[src/rtl/seg_scan_decoder.sv]
// Seven-segment scan-bus receiver: debounces {sel,seg}, decodes each digit and
// rebuilds six-digit BCD frames with decimal points, error and stale flags.
module seg_scan_decoder #(
  parameter int unsigned SETTLE  = 16,
  parameter int unsigned TIMEOUT = 1_000_000
) (
  input  logic        sys_clk,
  input  logic        sys_rst,
  input  logic [2:0]  sel,
  input  logic [7:0]  seg,
  output logic [23:0] data_out,
  output logic [5:0]  dp_out,
  output logic        data_valid,
  output logic        frame_err,
  output logic        stale
);

  localparam int unsigned TW        = (TIMEOUT > 2) ? $clog2(TIMEOUT) : 1;
  localparam logic [7:0]  SETTLE_C  = 8'(SETTLE);
  localparam logic [7:0]  SETTLE_M1 = 8'(SETTLE - 1);
  localparam logic [TW-1:0] TMO_M1  = TW'(TIMEOUT - 1);

  typedef enum logic {EMPTY, FILLING} state_t;

  state_t        state_q, state_d;
  logic [10:0]   in_q, in_d;
  logic [7:0]    cnt_q, cnt_d;
  logic          done_q, done_d;
  logic [TW-1:0] tcnt_q, tcnt_d;
  logic [5:0]    mask_q, mask_d;
  logic          acc_q, acc_d;
  logic [23:0]   shadow_q, shadow_d;
  logic [5:0]    sdp_q, sdp_d;
  logic [23:0]   data_out_q, data_out_d;
  logic [5:0]    dp_out_q, dp_out_d;
  logic          data_valid_q, data_valid_d;
  logic          frame_err_q, frame_err_d;
  logic          stale_q, stale_d;

  logic          change, capture, timeout;
  logic [3:0]    nib;
  logic          bad;
  logic [5:0]    mask_new;

  // Active-low g..a pattern to BCD; anything unrecognised flags the frame.
  always_comb begin
    bad = 1'b0;
    unique case (seg[6:0])
      7'h40:   nib = 4'd0;
      7'h79:   nib = 4'd1;
      7'h24:   nib = 4'd2;
      7'h30:   nib = 4'd3;
      7'h19:   nib = 4'd4;
      7'h12:   nib = 4'd5;
      7'h02:   nib = 4'd6;
      7'h78:   nib = 4'd7;
      7'h00:   nib = 4'd8;
      7'h10:   nib = 4'd9;
      default: begin
        nib = 4'hF;
        bad = 1'b1;
      end
    endcase
  end

  always_comb begin
    in_d         = {sel, seg};
    change       = (in_d != in_q);
    cnt_d        = cnt_q;
    done_d       = done_q;
    tcnt_d       = tcnt_q;
    mask_d       = mask_q;
    acc_d        = acc_q;
    shadow_d     = shadow_q;
    sdp_d        = sdp_q;
    data_out_d   = data_out_q;
    dp_out_d     = dp_out_q;
    data_valid_d = 1'b0;
    frame_err_d  = frame_err_q;
    stale_d      = stale_q;
    state_d      = state_q;
    mask_new     = mask_q;

    if (change) begin
      cnt_d  = '0;
      done_d = 1'b0;
    end else if (cnt_q != SETTLE_C) begin
      cnt_d = cnt_q + 8'd1;
    end

    capture = !change && (cnt_q == SETTLE_M1) && !done_q && (sel <= 3'd5);
    // Capture takes priority over an expiring timeout on the same edge.
    timeout = !capture && (tcnt_q == TMO_M1);

    if (capture) begin
      done_d = 1'b1;
      tcnt_d = '0;
    end else if (tcnt_q != TMO_M1) begin
      tcnt_d = tcnt_q + TW'(1);
    end

    if (capture) begin
      for (int unsigned k = 0; k < 6; k++) begin
        if (sel == 3'(k)) begin
          shadow_d[4*k +: 4] = nib;
          sdp_d[k]           = ~seg[7];
        end
      end
      mask_new = mask_q | (6'd1 << sel);
      if (mask_new == 6'h3F) begin
        data_out_d   = shadow_d;
        dp_out_d     = sdp_d;
        frame_err_d  = acc_q | bad;
        data_valid_d = 1'b1;
        stale_d      = 1'b0;
        mask_d       = '0;
        acc_d        = 1'b0;
        state_d      = EMPTY;
      end else begin
        mask_d  = mask_new;
        acc_d   = acc_q | bad;
        if (state_q == EMPTY) state_d = FILLING;
      end
    end else if (timeout) begin
      mask_d  = '0;
      acc_d   = 1'b0;
      stale_d = 1'b1;
      if (state_q == FILLING) state_d = EMPTY;
    end
  end

  always_ff @(posedge sys_clk or posedge sys_rst) begin
    if (sys_rst) begin
      state_q      <= EMPTY;
      in_q         <= '0;
      cnt_q        <= '0;
      done_q       <= 1'b0;
      tcnt_q       <= '0;
      mask_q       <= '0;
      acc_q        <= 1'b0;
      shadow_q     <= '0;
      sdp_q        <= '0;
      data_out_q   <= '0;
      dp_out_q     <= '0;
      data_valid_q <= 1'b0;
      frame_err_q  <= 1'b0;
      stale_q      <= 1'b0;
    end else begin
      state_q      <= state_d;
      in_q         <= in_d;
      cnt_q        <= cnt_d;
      done_q       <= done_d;
      tcnt_q       <= tcnt_d;
      mask_q       <= mask_d;
      acc_q        <= acc_d;
      shadow_q     <= shadow_d;
      sdp_q        <= sdp_d;
      data_out_q   <= data_out_d;
      dp_out_q     <= dp_out_d;
      data_valid_q <= data_valid_d;
      frame_err_q  <= frame_err_d;
      stale_q      <= stale_d;
    end
  end

  assign data_out   = data_out_q;
  assign dp_out     = dp_out_q;
  assign data_valid = data_valid_q;
  assign frame_err  = frame_err_q;
  assign stale      = stale_q;

endmodule

[config.mk]
export PLATFORM = sky130hd
export DESIGN_NAME = seg_scan_decoder
export DESIGN_NICKNAME = d
export VERILOG_FILES = /design/src/rtl/seg_scan_decoder.sv
export SDC_FILE = /design/constraint.sdc
export NUM_CORES = 1
export LEC_CHECK = 0
export BUFFER_PORTS_ARGS = -buffer_cell sky130_fd_sc_hd__clkbuf_2
export CORE_MARGIN = 1.5
export CORE_UTILIZATION = 50
export CTS_CLUSTER_SIZE = 16
export DETAILED_ROUTE_END_ITERATION = 10
export GPL_TIMING_DRIVEN = 0
export PLACE_DENSITY = 0.68
export SLEW_MARGIN = 30
export SYNTH_ARGS = -nofsm -noshare
export SYNTH_HDL_FRONTEND = slang
export SYNTH_SLANG_ARGS = --single-unit
[constraint.sdc]
create_clock -name sys_clk -period 3.92 [get_ports sys_clk]
set_input_delay 0 -clock sys_clk [delete_from_list [all_inputs] [get_ports sys_clk]]
set_output_delay 0 -clock sys_clk [all_outputs]
set_load 0.01 [all_outputs]
==> results.rst <==
.. list-table::
   :header-rows: 1

   * - Metric
     - Value
   * - Result of the run
     - finished, final reports clean
   * - Worst Path Required
     - between 4000 and 5000 ps
   * - Global-route wire length before repair
     - around 19 mm
   * - Async set-reset flop share out of synthesis
     - 1.000
   * - Count of unresolved DRC violations after routing
     - 0
   * - Data arrival time of the worst path
     - about 2900 ps
   * - Total vias in the final route
     - 3837
   * - Final-layout worst hold slack
     - between 150 and 200 ps
   * - Detail-routed via count per cell
     - between 5 and 6
   * - Worst min-delay path category
     - primary input to async pin
   * - Post-CTS resize count
     - 0
   * - Post-synth EDFFs
     - 0
   * - Synthesized-area fraction occupied by xor and xnor cells
     - 0.05970
   * - Synthesized flop and latch total
     - 110
   * - Die Area
     - 0.01119 mm2
   * - Highest attainable clock frequency
     - about 0.38 GHz
   * - Total GRT Usage
     - 0.2106
   * - Largest clock skew in the final design
     - roughly 11 ps
   * - Most frequent cell after synthesis
     - sky130_fd_sc_hd__dfrtp_1
   * - Netlist area before placement
     - 0.005281 mm2
   * - Maximum number of pins on one net before global-route repair
     - 73
   * - Kind of critical path
     - register to register
   * - Clock sink count
     - 110
   * - Utilization after layout
     - 0.5849
   * - Global route overflow
     - 0
   * - Power density relative to cell area
     - ~330 mW/mm2
   * - Reg area
     - 0.002753 mm2
   * - CTS tree
     - yes
   * - Clock buffer count from CTS
     - 9
   * - Post-route standard cell area excluding fillers
     - 0.006011 mm2
   * - Count of final max-slew check failures
     - 0
   * - Warnings from Yosys
     - 0
   * - Vias in the first global route
     - approximately 3700
   * - Final period util
     - 0.6791
   * - Final number of setup-violating endpoints
     - 0
   * - Kind of end point of the critical path
     - register
   * - Clk root buf
     - sky130_fd_sc_hd__clkbuf_8
   * - Initial antenna violation count
     - 0
   * - Floorplan row count
     - 37
   * - Top area cells in the synthesized netlist
     - sky130_fd_sc_hd__dfrtp_1 (52%), sky130_fd_sc_hd__xor2_1 (5.1%), sky130_fd_sc_hd__mux2_2 (4.7%)
   * - Number of fill cells in the layout
     - approximately 900
   * - Hold Fails Final Rpt
     - 0
   * - Post-DP HPWL
     - about 7.8 mm
   * - Most used standard cells in the synthesized netlist
     - sky130_fd_sc_hd__dfrtp_1 (110), sky130_fd_sc_hd__nor2_1 (50), sky130_fd_sc_hd__nand2_1 (42)
   * - Die Wd
     - between 100 and 150 um
   * - Setup slack of the most critical reg-to-reg path
     - between 1000 and 1500 ps
   * - Weighted congestion reported at the end of routability-driven placement
     - 0.8302
   * - Die height
     - between 100 and 150 um
   * - Area of the multi-input gates
     - 0.002357 mm2
   * - Area delta synth->final
     - 13.81%
   * - Total wire length
     - about 11 mm
   * - Leading register cell type out of synthesis
     - sky130_fd_sc_hd__dfrtp_1
   * - Synthesized-area fraction occupied by and/or/nand/nor cells
     - 0.1699
   * - Overall power
     - 1.981 mW
   * - Mapped Nets
     - between 500 and 600
   * - Worst Max-Slew Pin Slew
     - between 800 and 900 ps
   * - Clock insertion delay at the later pin of the skew report
     - ~370 ps
   * - Number of levels in the clock H-tree
     - 3
   * - Area fraction in compound gates after synthesis
     - 0.1253
   * - Top-Level Pins
     - 46
   * - Critical path launch point type
     - register
   * - Multiplexer share of the synthesized area
     - 0.08339
   * - Fraction of the yosys area taken by sequential cells
     - 0.5212
   * - Largest fanout on the critical path
     - 10
   * - Final Instance Count excl. Fillers
     - just over 700
   * - Cells traversed along the worst timing path
     - or3_4, nor3_4, nand4_4, or2_1, buf_6, clkinv_4, buf_6, mux2_1
   * - Setup TNS Final
     - 0 ps
   * - Max-slew headroom
     - 0.4301
   * - Instance count of the mapped netlist
     - around 500
   * - Placement-stage cell area
     - roughly 0.0057 mm2
   * - Slowest cell on crit path
     - sky130_fd_sc_hd__dfrtp_1
   * - DRT iter0 DRCs
     - between 150 and 200
   * - Buffers on Ports
     - 45
   * - Initial core utilization
     - 0.5139
   * - Largest family of logic cells by synthesized area
     - simple AND/OR/NAND/NOR gates
   * - Area inside the core boundary
     - 0.01028 mm2
   * - Antenna viol nets, final
     - 0
   * - Stage delay of the slowest cell on the critical path
     - approximately 430 ps
   * - Worst voltage drop across the vdd grid
     - approximately 0.16 mV
   * - Standby leakage power
     - 2.879 nW
   * - Antenna diode count
     - 0
   * - Max-cap check violation count
     - 0
   * - Portion of synthesized cell area occupied by the leading cell type
     - 0.5212
   * - Post-DR wirelength/cell
     - roughly 16 um
   * - Mean instance size in the synthesized netlist
     - ~11 um2
   * - Buffers inserted by post-CTS timing repair
     - 0
   * - Number of cells after detailed placement
     - 676
   * - Synthesized-area fraction occupied by adder cells
     - 0.007107
   * - Worst slack, placed
     - approximately 1300 ps
   * - Longest Clk Path Bufs
     - 2
   * - Minimum period implied by the final worst setup slack
     - 2662 ps
   * - Number of distinct library cells after synthesis
     - 60
   * - Most used cell, CP
     - sky130_fd_sc_hd__buf_6
   * - Setup repair after global routing missed its margin
     - no
   * - Number of optimization iterations in the first detailed-route pass
     - 5
   * - Net count of the finished layout
     - roughly 580
   * - Final critical-path setup slack
     - approximately 1300 ps
   * - CTS clk-pin slew, worst paths
     - ~100 ps
   * - Share of post-route cells with drive strength above 1
     - 0.2025
   * - Largest area contributor in the netlist
     - sky130_fd_sc_hd__dfrtp_1
==> routing by layer <==
| layer | up-vias | share of wire | track usage |
|---|---|---|---|
| met3 | 11 | 0.030 | 0.02845 |
| li1 | 1893 | - | - |
| met4 | 0 | 0.011 | 0.06274 |
| met5 | - | 0 | 0 |
| met1 | 1873 | 0.48 | 0.2962 |
| met2 | 60 | 0.48 | 0.3409 |
==> worst paths after layout <==
kind                                      start                       to  cells past startpoint
min in group sys_clk                     seg[0]        in_q[0]$_DFF_PP0_                      2
max reg2reg                cnt_q[5]$_DFFE_PP0P_    dp_out[2]$_DFFE_PP0P_                      8
min reg2reg                sdp_q[0]$_DFFE_PP0N_     sdp_q[0]$_DFFE_PP0N_                      1
max                        cnt_q[5]$_DFFE_PP0P_    dp_out[2]$_DFFE_PP0P_                      8
max in group asynchronous               sys_rst  shadow_q[7]$_DFFE_PP0N_                      4
min                                     sys_rst        in_q[1]$_DFF_PP0_                      3
==> critical path: cells and delay by family (launching register included) <==
family / cells / cell delay [ps]
buffers and inverters: 3 / 380
and+or+nand+nor: 4 / 1400
muxes: 1 / 330
DFF: 1 / 430
==> cells in the final DEF (no fill, tap or decap), types with 3 or more instances in the layout <==
master | netlist | routed
sky130_fd_sc_hd__buf_6 | 3 | 3
sky130_fd_sc_hd__nand3_1 | 9 | 9
sky130_fd_sc_hd__mux2_4 | 10 | 10
sky130_fd_sc_hd__clkbuf_8 | 0 | 10
sky130_fd_sc_hd__a31oi_1 | 8 | 8
sky130_fd_sc_hd__o21ai_0 | 39 | 39
sky130_fd_sc_hd__nand2_1 | 42 | 42
sky130_fd_sc_hd__and4_1 | 3 | 3
sky130_fd_sc_hd__clkbuf_2 | 0 | 45
sky130_fd_sc_hd__a21o_1 | 12 | 12
sky130_fd_sc_hd__nor2_1 | 50 | 50
sky130_fd_sc_hd__xnor2_1 | 5 | 5
sky130_fd_sc_hd__inv_1 | 6 | 5
sky130_fd_sc_hd__nor3_1 | 26 | 25
sky130_fd_sc_hd__dlygate4sd3_1 | 0 | 12
sky130_fd_sc_hd__clkinvlp_4 | 0 | 3
sky130_fd_sc_hd__o31ai_1 | 12 | 12
sky130_fd_sc_hd__and3_1 | 4 | 4
sky130_fd_sc_hd__xor2_1 | 31 | 31
sky130_fd_sc_hd__mux2_2 | 22 | 22
sky130_fd_sc_hd__nand4_1 | 6 | 6
sky130_fd_sc_hd__buf_1 | 5 | 5
sky130_fd_sc_hd__dfrtp_1 | 110 | 110
sky130_fd_sc_hd__a211oi_1 | 6 | 6
sky130_fd_sc_hd__ha_1 | 3 | 3
sky130_fd_sc_hd__a21oi_1 | 14 | 14
sky130_fd_sc_hd__o211a_1 | 3 | 3
sky130_fd_sc_hd__buf_2 | 7 | 7
sky130_fd_sc_hd__clkbuf_1 | 10 | 12
sky130_fd_sc_hd__nor3b_1 | 4 | 4
sky130_fd_sc_hd__and3b_1 | 3 | 3
==> where the power goes <==
| part | internal (mW) | switching (mW) |
|---|---|---|
| Clock | 0.252 | 0.382 |
| Sequential | 1.17 | 0.0328 |
| Combinational | 0.0555 | 0.0940 |
==> area by class of cell <==
type,count,area share
Multi-Input combinational cell,351,0.3922
Inverter,7,0.006037
Clock buffer,12,0.02415
Buffer,26,0.02415
Tap cell,136,0.02831
Timing Repair Buffer,58,0.06203
Sequential cell,110,0.4580
Clock inverter,4,0.005204
==> sequential cells by signal, indices dropped and copies added (netlist names) <==
signal,flops
acc_q,1
cnt_q,8
data_out,24
data_valid,1
done_q,1
dp_out,6
frame_err,1
in_q,11
mask_q,6
sdp_q,6
shadow_q,24
stale,1
tcnt_q,20
==> logic make-up (layout without fill, tap and decap cells) <==
family,count (synthesis),after routing
buf+inv,33,107
flops,110,110
xor+xnor,36,36
mux,36,36
compound gates,105,105
simple gates,171,171
fa+ha+maj,3,3
==> timing repair <==
action                                  in CTS  in global routing
hold endpoints to repair                    49                  0
hold buffers                                12                  0
endpoints found under the setup margin       0                  0
No activity file was read; power rests on OpenSTA's default activity.
